==> config.mk <==
export PLATFORM = sky130hd
export DESIGN_NAME = emesh_axi_master_write
export DESIGN_NICKNAME = d
export VERILOG_FILES = /design/src/rtl/emesh_axi_master_write.sv
export SDC_FILE = /design/constraint.sdc
export NUM_CORES = 1
export LEC_CHECK = 0
export BUFFER_PORTS_ARGS = -buffer_cell sky130_fd_sc_hd__buf_2
export CORE_MARGIN = 4
export CORE_UTILIZATION = 45
export DETAILED_ROUTE_END_ITERATION = 12
export PLACE_DENSITY = 0.86
export SYNTH_ARGS = -nofsm -noshare
export SYNTH_HDL_FRONTEND = slang
export SYNTH_SLANG_ARGS = --single-unit
==> constraint.sdc <==
create_clock -name clk -period 2.9 [get_ports clk]
set_input_delay 0.145 -clock clk [delete_from_list [all_inputs] [get_ports clk]]
set_output_delay 0.145 -clock clk [all_outputs]
set_load 0.1 [all_outputs]
==> src/rtl/emesh_axi_master_write.sv <==
// ---------------------------------------------------------------------------
// emesh_axi_master_write
//
// AXI3-style write-channel initiator. It takes one write command plus a beat
// stream from the emesh side, issues the AW request, then forwards the beats
// on W, and collects the B response and returns it upstream as a single-cycle
// pulse. Only one transaction is in flight at a time, and AW always completes
// before the first W beat is shown.
//
// Optional feature: define EMESH_AXI_MASTER_BID_CHECK_EN to compare bid with
// the issued awid. On a mismatch a sticky id_err output is set and the
// returned response is forced to SLVERR. The id_err port exists only when the
// macro is defined.
//
// Ports:
//   clk, rst           clock, synchronous active-high reset
//   cmd_*              write command (addr, len, size, burst, id), valid/ready
//   wr_*               upstream beat stream (data, strb), valid/ready
//   rsp_*              response pulse with latched bresp / bid
//   m_axi_aw*          AXI write address channel
//   m_axi_w*           AXI write data channel
//   m_axi_b*           AXI write response channel
//   busy               high whenever a transaction is in progress
//   id_err             sticky bid mismatch flag (optional)
// ---------------------------------------------------------------------------
module emesh_axi_master_write #(
    parameter int unsigned ADDR_W  = 32,
    parameter int unsigned DATA_W  = 32,
    parameter int unsigned ID_W    = 12,
    parameter logic [3:0]  AWCACHE = 4'b0011,
    parameter logic [2:0]  AWPROT  = 3'b000
) (
    input  logic                clk,
    input  logic                rst,

    // Command from emesh side
    input  logic                cmd_valid,
    output logic                cmd_ready,
    input  logic [ADDR_W-1:0]   cmd_addr,
    input  logic [7:0]          cmd_len,
    input  logic [2:0]          cmd_size,
    input  logic [1:0]          cmd_burst,
    input  logic [ID_W-1:0]     cmd_id,

    // Beat stream from emesh side
    input  logic                wr_valid,
    output logic                wr_ready,
    input  logic [DATA_W-1:0]   wr_data,
    input  logic [DATA_W/8-1:0] wr_strb,

    // Response back to emesh side
    output logic                rsp_valid,
    output logic [1:0]          rsp_resp,
    output logic [ID_W-1:0]     rsp_id,

    // AXI write address channel
    output logic                m_axi_awvalid,
    input  logic                m_axi_awready,
    output logic [ADDR_W-1:0]   m_axi_awaddr,
    output logic [7:0]          m_axi_awlen,
    output logic [2:0]          m_axi_awsize,
    output logic [1:0]          m_axi_awburst,
    output logic [ID_W-1:0]     m_axi_awid,
    output logic [3:0]          m_axi_awcache,
    output logic [2:0]          m_axi_awprot,
    output logic [1:0]          m_axi_awlock,
    output logic [3:0]          m_axi_awqos,

    // AXI write data channel
    output logic                m_axi_wvalid,
    input  logic                m_axi_wready,
    output logic [DATA_W-1:0]   m_axi_wdata,
    output logic [DATA_W/8-1:0] m_axi_wstrb,
    output logic                m_axi_wlast,
    output logic [ID_W-1:0]     m_axi_wid,

    // AXI write response channel
    input  logic                m_axi_bvalid,
    output logic                m_axi_bready,
    input  logic [1:0]          m_axi_bresp,
    input  logic [ID_W-1:0]     m_axi_bid,

    output logic                busy
`ifdef EMESH_AXI_MASTER_BID_CHECK_EN
    ,
    output logic                id_err
`endif
);

    localparam int unsigned LEN_W   = 8;
    localparam int unsigned SIZE_W  = 3;
    localparam int unsigned BURST_W = 2;
    localparam int unsigned RESP_W  = 2;

`ifdef EMESH_AXI_MASTER_BID_CHECK_EN
    localparam logic [RESP_W-1:0] RESP_SLVERR = 2'b10;
`endif

    typedef enum logic [1:0] {
        ST_IDLE = 2'd0,
        ST_AW   = 2'd1,
        ST_W    = 2'd2,
        ST_B    = 2'd3
    } state_e;

    state_e              state_q,   state_d;
    logic                awvalid_q, awvalid_d;
    logic [ADDR_W-1:0]   awaddr_q,  awaddr_d;
    logic [LEN_W-1:0]    awlen_q,   awlen_d;
    logic [SIZE_W-1:0]   awsize_q,  awsize_d;
    logic [BURST_W-1:0]  awburst_q, awburst_d;
    logic [ID_W-1:0]     awid_q,    awid_d;
    logic [LEN_W-1:0]    beat_cnt_q, beat_cnt_d;
    logic                bready_q,  bready_d;
    logic                rsp_valid_q, rsp_valid_d;
    logic [RESP_W-1:0]   rsp_resp_q, rsp_resp_d;
    logic [ID_W-1:0]     rsp_id_q,  rsp_id_d;
`ifdef EMESH_AXI_MASTER_BID_CHECK_EN
    logic                id_err_q,  id_err_d;
`endif

    logic in_w;
    logic w_hs;
    logic last_beat;

    // Decodes of the current state shared by outputs and next-state logic
    assign in_w      = (state_q == ST_W);
    assign last_beat = (beat_cnt_q == awlen_q);
    assign w_hs      = in_w && wr_valid && m_axi_wready;

    // State and datapath registers
    always_ff @(posedge clk) begin
        if (rst) begin
            state_q     <= ST_IDLE;
            awvalid_q   <= 1'b0;
            awaddr_q    <= '0;
            awlen_q     <= '0;
            awsize_q    <= '0;
            awburst_q   <= '0;
            awid_q      <= '0;
            beat_cnt_q  <= '0;
            bready_q    <= 1'b0;
            rsp_valid_q <= 1'b0;
            rsp_resp_q  <= '0;
            rsp_id_q    <= '0;
`ifdef EMESH_AXI_MASTER_BID_CHECK_EN
            id_err_q    <= 1'b0;
`endif
        end else begin
            state_q     <= state_d;
            awvalid_q   <= awvalid_d;
            awaddr_q    <= awaddr_d;
            awlen_q     <= awlen_d;
            awsize_q    <= awsize_d;
            awburst_q   <= awburst_d;
            awid_q      <= awid_d;
            beat_cnt_q  <= beat_cnt_d;
            bready_q    <= bready_d;
            rsp_valid_q <= rsp_valid_d;
            rsp_resp_q  <= rsp_resp_d;
            rsp_id_q    <= rsp_id_d;
`ifdef EMESH_AXI_MASTER_BID_CHECK_EN
            id_err_q    <= id_err_d;
`endif
        end
    end

    // Next-state and register update logic
    always_comb begin
        state_d     = state_q;
        awvalid_d   = awvalid_q;
        awaddr_d    = awaddr_q;
        awlen_d     = awlen_q;
        awsize_d    = awsize_q;
        awburst_d   = awburst_q;
        awid_d      = awid_q;
        beat_cnt_d  = beat_cnt_q;
        bready_d    = bready_q;
        rsp_valid_d = 1'b0;
        rsp_resp_d  = rsp_resp_q;
        rsp_id_d    = rsp_id_q;
`ifdef EMESH_AXI_MASTER_BID_CHECK_EN
        id_err_d    = id_err_q;
`endif

        unique case (state_q)
            ST_IDLE: begin
                // Hold off a new command while the previous response pulses
                if (cmd_valid && !rsp_valid_q) begin
                    awaddr_d   = cmd_addr;
                    awlen_d    = cmd_len;
                    awsize_d   = cmd_size;
                    awburst_d  = cmd_burst;
                    awid_d     = cmd_id;
                    beat_cnt_d = '0;
                    awvalid_d  = 1'b1;
                    state_d    = ST_AW;
                end
            end

            ST_AW: begin
                if (m_axi_awready) begin
                    awvalid_d = 1'b0;
                    state_d   = ST_W;
                end
            end

            ST_W: begin
                if (w_hs) begin
                    if (last_beat) begin
                        bready_d = 1'b1;
                        state_d  = ST_B;
                    end else begin
                        // Counter stops at awlen, so 256-beat bursts never wrap
                        beat_cnt_d = beat_cnt_q + LEN_W'(1);
                    end
                end
            end

            ST_B: begin
                if (m_axi_bvalid) begin
                    rsp_resp_d  = m_axi_bresp;
                    rsp_id_d    = m_axi_bid;
                    rsp_valid_d = 1'b1;
                    bready_d    = 1'b0;
                    state_d     = ST_IDLE;
`ifdef EMESH_AXI_MASTER_BID_CHECK_EN
                    if (m_axi_bid != awid_q) begin
                        id_err_d   = 1'b1;
                        rsp_resp_d = RESP_SLVERR;
                    end
`endif
                end
            end

            default: begin
                state_d = ST_IDLE;
            end
        endcase
    end

    // Upstream handshakes
    assign cmd_ready = (state_q == ST_IDLE) && !rsp_valid_q;
    assign wr_ready  = in_w && m_axi_wready;
    assign busy      = (state_q != ST_IDLE);

    // Response outputs
    assign rsp_valid = rsp_valid_q;
    assign rsp_resp  = rsp_resp_q;
    assign rsp_id    = rsp_id_q;
`ifdef EMESH_AXI_MASTER_BID_CHECK_EN
    assign id_err    = id_err_q;
`endif

    // AW channel: registered fields, fixed attributes
    assign m_axi_awvalid = awvalid_q;
    assign m_axi_awaddr  = awaddr_q;
    assign m_axi_awlen   = awlen_q;
    assign m_axi_awsize  = awsize_q;
    assign m_axi_awburst = awburst_q;
    assign m_axi_awid    = awid_q;
    assign m_axi_awcache = AWCACHE;
    assign m_axi_awprot  = AWPROT;
    assign m_axi_awlock  = 2'b00;
    assign m_axi_awqos   = 4'b0000;

    // W channel: pass-through, gated so nothing shows outside the W state
    assign m_axi_wvalid = in_w && wr_valid;
    assign m_axi_wdata  = wr_data;
    assign m_axi_wstrb  = wr_strb;
    assign m_axi_wlast  = in_w && last_beat;
    assign m_axi_wid    = awid_q;

    // B channel
    assign m_axi_bready = bready_q;

endmodule

## Yosys cells after proc, flatten, opt, wreduce, memory -nomap -nowiden

Cells that the tools add are included.
W data, S select, Z words.

- Word-level logic and storage cells: 61
- Register bits after elaboration: 84
- Input bits: 114

- Equality and inequality tests: 10
- Bitwise logic cells: 1
- Reduce and logical (&&, ||, !) cells: 19
- $add $sub $neg: 1
- Mux-type cells: 18

Operator list:

| kind | number |
|---|---|
| $mux W8 | 3 |
| $pmux W8 S2 | 1 |
| $mux W2 | 5 |
| $add A8 B1 Y8 const B | 1 |
| $eq A8 B8 Y1 | 1 |
| $ne A2 B2 Y1 const B | 4 |
| $pmux W2 S4 | 1 |
| $reduce_and A4 Y1 | 2 |
| $reduce_bool A2 Y1 | 4 |
| $logic_and A1 B1 Y1 | 6 |
| $mux W1 | 6 |
| $reduce_and A5 Y1 | 1 |
| $eq A2 B2 Y1 const B | 2 |
| $ne A2 B1 Y1 const B | 2 |
| $pmux W1 S2 | 2 |
| $reduce_and A2 Y1 | 2 |
| $reduce_and A3 Y1 | 1 |
| $eq A2 B1 Y1 const B | 1 |
| $logic_not A2 Y1 | 1 |
| $reduce_or A2 Y1 | 1 |
| $logic_not A1 Y1 | 1 |
| $not A1 Y1 | 1 |

## Longest topological paths before layout

- Depth after elaboration: 5
- Gate-level depth with buffers: 9
- Mapped depth without buffers: 7

## Worst setup path before layout

Ideal clock, no wire load.

- Path kind: reg-to-reg
- From: reg state_q[0]
- To: reg awid_q[0] (netlist: m_axi_awid[0])
- Stages on the path, launching flop included: 10
- Data arrival time: 3259 ps
- Clock period less this slack: 3391 ps
- Setup slack: -491 ps
- Path through: dfxtp_1 inv_1 ha_1 inv_1 nor2_1 nand2_1 buf_2 buf_1 nand2_1 a21oi_1

- Cells in the longest elaborated chain, start to end: 2

RTL lines:

| item | RTL line | RTL |
|---|---|---|
| start: declaration | 106 | `state_e state_q, state_d;` |
| start signal: assignment | 150 | `state_q <= state_d;` |
| $logic_not A2 Y1 | 186 | `unique case (state_q)` |
| $reduce_and A2 Y1 (no line) | n/a |  |
| end signal: assignment | 156 | `awid_q <= awid_d;` |
| end: declaration | 112 | `logic [ID_W-1:0] awid_q, awid_d;` |

No other way between the ends.
A chain may end at the register's enable or synchronous reset.

## Worst setup path after layout

- From: reg beat_cnt_q[2]
- To: out m_axi_wlast

- Cells in the longest elaborated chain, start to end: 2

RTL lines:

| item | RTL line | RTL |
|---|---|---|
| start: declaration | 113 | `logic [LEN_W-1:0] beat_cnt_q, beat_cnt_d;` |
| start signal: assignment | 157 | `beat_cnt_q <= beat_cnt_d;` |
| $eq A8 B8 Y1 | 128 | `assign last_beat = (beat_cnt_q == awlen_q);` |
| $logic_and A1 B1 Y1 | 271 | `assign m_axi_wlast = in_w && last_beat;` |
| end: declaration | 74 | `output logic m_axi_wlast,` |

No other way between the ends.

==> run summary <==
For the pin with the worst max-slew slack, the measured transition is 1060 ps. After synthesis, the cell types taking the most area are sky130_fd_sc_hd__dfxtp_1, sky130_fd_sc_hd__nand2_1, sky130_fd_sc_hd__buf_4. The post-synthesis cell type count was 44; the floorplan row count was 32. The synthesized netlist devotes 21.0% of its cell area to simple gates. The synthesized netlist occupies a cell area of 3730 um2. The core area came out at 7890 um2. The number of cells on the worst reg-to-reg path is 7. After synthesis, the share of cell area in mux cells is 0.268%.

The analysis attributes to cell leakage a power of 2.07 nW. The tools report the worst setup skew after layout as 13.2 ps. Among all flip-flop cells after synthesis, the most frequent one is sky130_fd_sc_hd__dfxtp_1.

Synthesis produced a netlist whose cell count is 480. The logs give 820 ps for the flop-to-flop setup slack and 3231 for the number of global-route vias before repair. For the largest vdd supply drop, the log shows 563 uV. The final layout contains 704 nets. Worst hold path class: input port to flop. In this run the number of H-tree levels came out at 3. The clock edge transition at the registers on the reported setup and hold paths is 100 ps. The repair_antennas step left the layout with diodes totalling 0. Of all nets on the critical path, the largest fanout is 6. The die width works out to 99.1 um.

In this run the remaining antenna-violating nets after routing total 0. After synthesis, flip-flops and latches occupy 45.1% of the total area. The floorplan step set the die height to 99.1 um. The tools report the startpoint type of the worst setup path as a flop. Last element of the critical path: m_axi_wlast.

For the finished layout, the period the worst path requires is 2340 ps. The die covers 9810 um2. The fmax came out at 428 MHz.

For the number of DRC markers in iteration 0, the log shows 221. Tracing the worst setup path back leads to its startpoint at beat_cnt_q[2]. Cells with a size suffix above 1 make up 32.5% of the layout. Routability-driven placement finished with a final weighted congestion of 0.898. Counting every sink on the clock net gives 84. After synthesis, the mean cell area works out to 7.77 um2. In this run the tightest slew margin relative to its limit is 29.1%. Data on the critical path arrives at its endpoint at 2190 ps.

The detailed-router iteration count before antenna repair was 6; the final cell utilization of the core was 55.9%. The compound-cell area share of the yosys netlist is 14.4%, and the total wire length after detailed routing is 9860 um. The first global-routing pass estimated 15700 um of wire.

Dividing the detail-routed wire length by the instance count gives 14.2 um. Setup repair after global routing left no endpoint under its margin. The post-synthesis share of cell area spent on full adders, half adders and majority gates was 1.68%; the worst-skew pair later-pin latency was 340 ps. The completed layout was analyzed and its total power is 4.83 mW. The tools report the origin of the critical flop-to-flop path as state_q[1]. Post-CTS timing repair inserted 0 buffers for setup. TritonCTS built the clock tree.

The worst hold path begins at m_axi_bid[7]. The number of I/O pins was 254; the number of endpoints with negative hold slack in the final report was 0. The dominant combinational cell family by area after synthesis was simple AND/OR/NAND/NOR gates. The post-route fraction of the period consumed by the critical path is 80.5%. For the final-report setup violation count, the log shows 0.

The tools report the maximum root-to-sink buffer count as 2. Global routing consumed, over all layers together, 19.3% of the routing resources. Total number of yosys warnings: 0. The share of synthesized flip-flops with an asynchronous set or reset was 0%. The run gives 7450 um as the detailed placer's ending HPWL.

The tools report the post-cts resize count as 0. The capturing element type of the critical path was a primary output. For the worst setup path, the data required time is 2760 ps.

The area overhead of the layout relative to synthesis is 18.1%, and the count of input and output buffers is 168. The tree is rooted in a sky130_fd_sc_hd__clkbuf_8. The synthesized design contains 84 register bits. The number of vias per cell is 4.93. The count of pins over their slew limit came out at 0.

The total overflow left after global routing is 0. The worst register-to-register path ends at m_axi_awid[3]. For this run, design rule violations remaining after detail routing come to 0. The total power density per cell area was 1100 nW/um2.

The fraction of synthesized cell area in xor and xnor cells works out to 1.88%. The tools report the sum of negative setup slack as 0 ps. The count of flip-flops with a built-in enable after synthesis was 0; the reported max-cap violation count was 0.

The run finished with clean final reports. The startpoint-to-endpoint class of the critical path was flop to primary output. The number of vias in the routed layout was 3409; the share of the synthesized area in the top cell type was 45.1%.

Summed over all instances, the cell type with the most area after synthesis is sky130_fd_sc_hd__dfxtp_1. Once the floorplan was initialized, standard cells occupied 47.3% of the core. Fill cells in the final layout number 731. The logs give 1680 um2 for the sequential standard cell area and 0 for the count of hold buffers inserted by post-cts repair. Counting the buffers created by CTS gives 9. Maximum number of pins on one net before global-route repair: 59.

The initial antenna violation count is 0. For the footprint of the multi-input gates, the log shows 1520 um2.
[layer usage]
metal | track usage, % | part of all wire, %
met5 | 0 | 0
met4 | 5.57 | 0.96
met3 | 6.86 | 11
met2 | 33.9 | 51
met1 | 22.0 | 37
[placed cells by master (no fill, tap or decap), types with 2 or more instances in the layout]
master	count
sky130_fd_sc_hd__a21oi_1	75
sky130_fd_sc_hd__a2bb2oi_1	2
sky130_fd_sc_hd__a32o_1	2
sky130_fd_sc_hd__and2_1	3
sky130_fd_sc_hd__buf_2	168
sky130_fd_sc_hd__clkbuf_8	10
sky130_fd_sc_hd__clkinvlp_4	2
sky130_fd_sc_hd__conb_1	13
sky130_fd_sc_hd__dfxtp_1	84
sky130_fd_sc_hd__ha_1	5
sky130_fd_sc_hd__inv_1	5
sky130_fd_sc_hd__inv_6	2
sky130_fd_sc_hd__nand2_1	154
sky130_fd_sc_hd__nand3_1	5
sky130_fd_sc_hd__nand4_1	3
sky130_fd_sc_hd__nor2_1	9
sky130_fd_sc_hd__nor2b_1	3
sky130_fd_sc_hd__nor3_1	4
sky130_fd_sc_hd__o21ai_0	3
sky130_fd_sc_hd__or4_1	2
sky130_fd_sc_hd__xnor2_1	8
[cells by family (layout without fill, tap and decap cells)]
logic type                 after synthesis  after routing
adders and majority gates                5              5
DFF                                     84             84
other                                    2             13
xor gates and xnor gates                 8              8
and+or+nand+nor                        192            192
muxes                                    1              1
AOI/OAI and AO/OA                       96             96
buffers and inverters                   92            191
[cell usage after synthesis (all sizes together), types with 2 or more instances]
| cell type | instances |
|---|---|
| conb | 2 |
| nand2 | 155 |
| inv | 6 |
| o21ai | 4 |
| nand4 | 3 |
| and2 | 4 |
| nor3 | 4 |
| dfxtp | 84 |
| clkbuf | 13 |
| or4 | 2 |
| ha | 5 |
| nor2 | 10 |
| a2bb2oi | 2 |
| or2 | 2 |
| nor2b | 3 |
| nand3 | 5 |
| a21oi | 75 |
| xnor2 | 8 |
| a32o | 2 |
| buf | 73 |
[flip-flops by register name, summed over array words and instances, names as in the netlist]
signal         flops
state_q            2
rsp_resp           2
m_axi_awsize       3
m_axi_awid        12
m_axi_awlen        8
m_axi_awvalid      1
m_axi_awburst      2
beat_cnt_q         8
rsp_valid          1
rsp_id            12
m_axi_bready       1
m_axi_awaddr      32
[critical path, stage by stage (launching register included)]
cell	delay, ps
sky130_fd_sc_hd__dfxtp_1	470
sky130_fd_sc_hd__xnor2_1	170
sky130_fd_sc_hd__nand4_1	170
sky130_fd_sc_hd__nor2_1	330
sky130_fd_sc_hd__and2_1	260
sky130_fd_sc_hd__buf_2	450
[cell type report]
| class | count | share of cell area [%] |
|---|---|---|
| Tap cell | 102 | 2.90 |
| Timing Repair Buffer | 169 | 19.3 |
| Sequential cell | 84 | 38.2 |
| Clock inverter | 6 | 1.62 |
| Clock buffer | 10 | 3.12 |
| Multi-Input combinational cell | 315 | 34.4 |
| Inverter | 6 | 0.511 |
[power breakdown]
part | switching [mW] | internal, mW | total (mW)
logic | 2.16 | 0.373 | 2.54
registers | 0.106 | 1.33 | 1.44
clock network | 0.431 | 0.429 | 0.861
total | 2.70 | 2.13 | 4.83
[how the worst min path moves through the flow]
| stage | slack [ps] | end | cells after the start |
|---|---|---|---|
| final | 30 | rsp_id[7] | 3 |
| after global routing | 1 | m_axi_awid[7] | 3 |
| after CTS | 10 | rsp_id[6] | 3 |
| after detailed placement | 290 | m_axi_wdata[14] | 0 |
| after global placement | 290 | m_axi_wdata[14] | 0 |
| after floorplan | 280 | m_axi_awid[10] | 2 |
[stage by stage]
stage / instance area (um2) / hold slack, ps / instances / setup slack (ps)
final: 4410 / 30.7 / 692 / 564
after global routing: 4410 / 1.23 / 692 / 374
after CTS: 4410 / 13.9 / 692 / 593
after detailed placement: 4200 / 291 / 676 / 819
after global placement: 4200 / 291 / 676 / 925
after floorplan: 3770 / 281 / 491 / 27.9
Note: power is estimated with default switching activity, not from simulation.
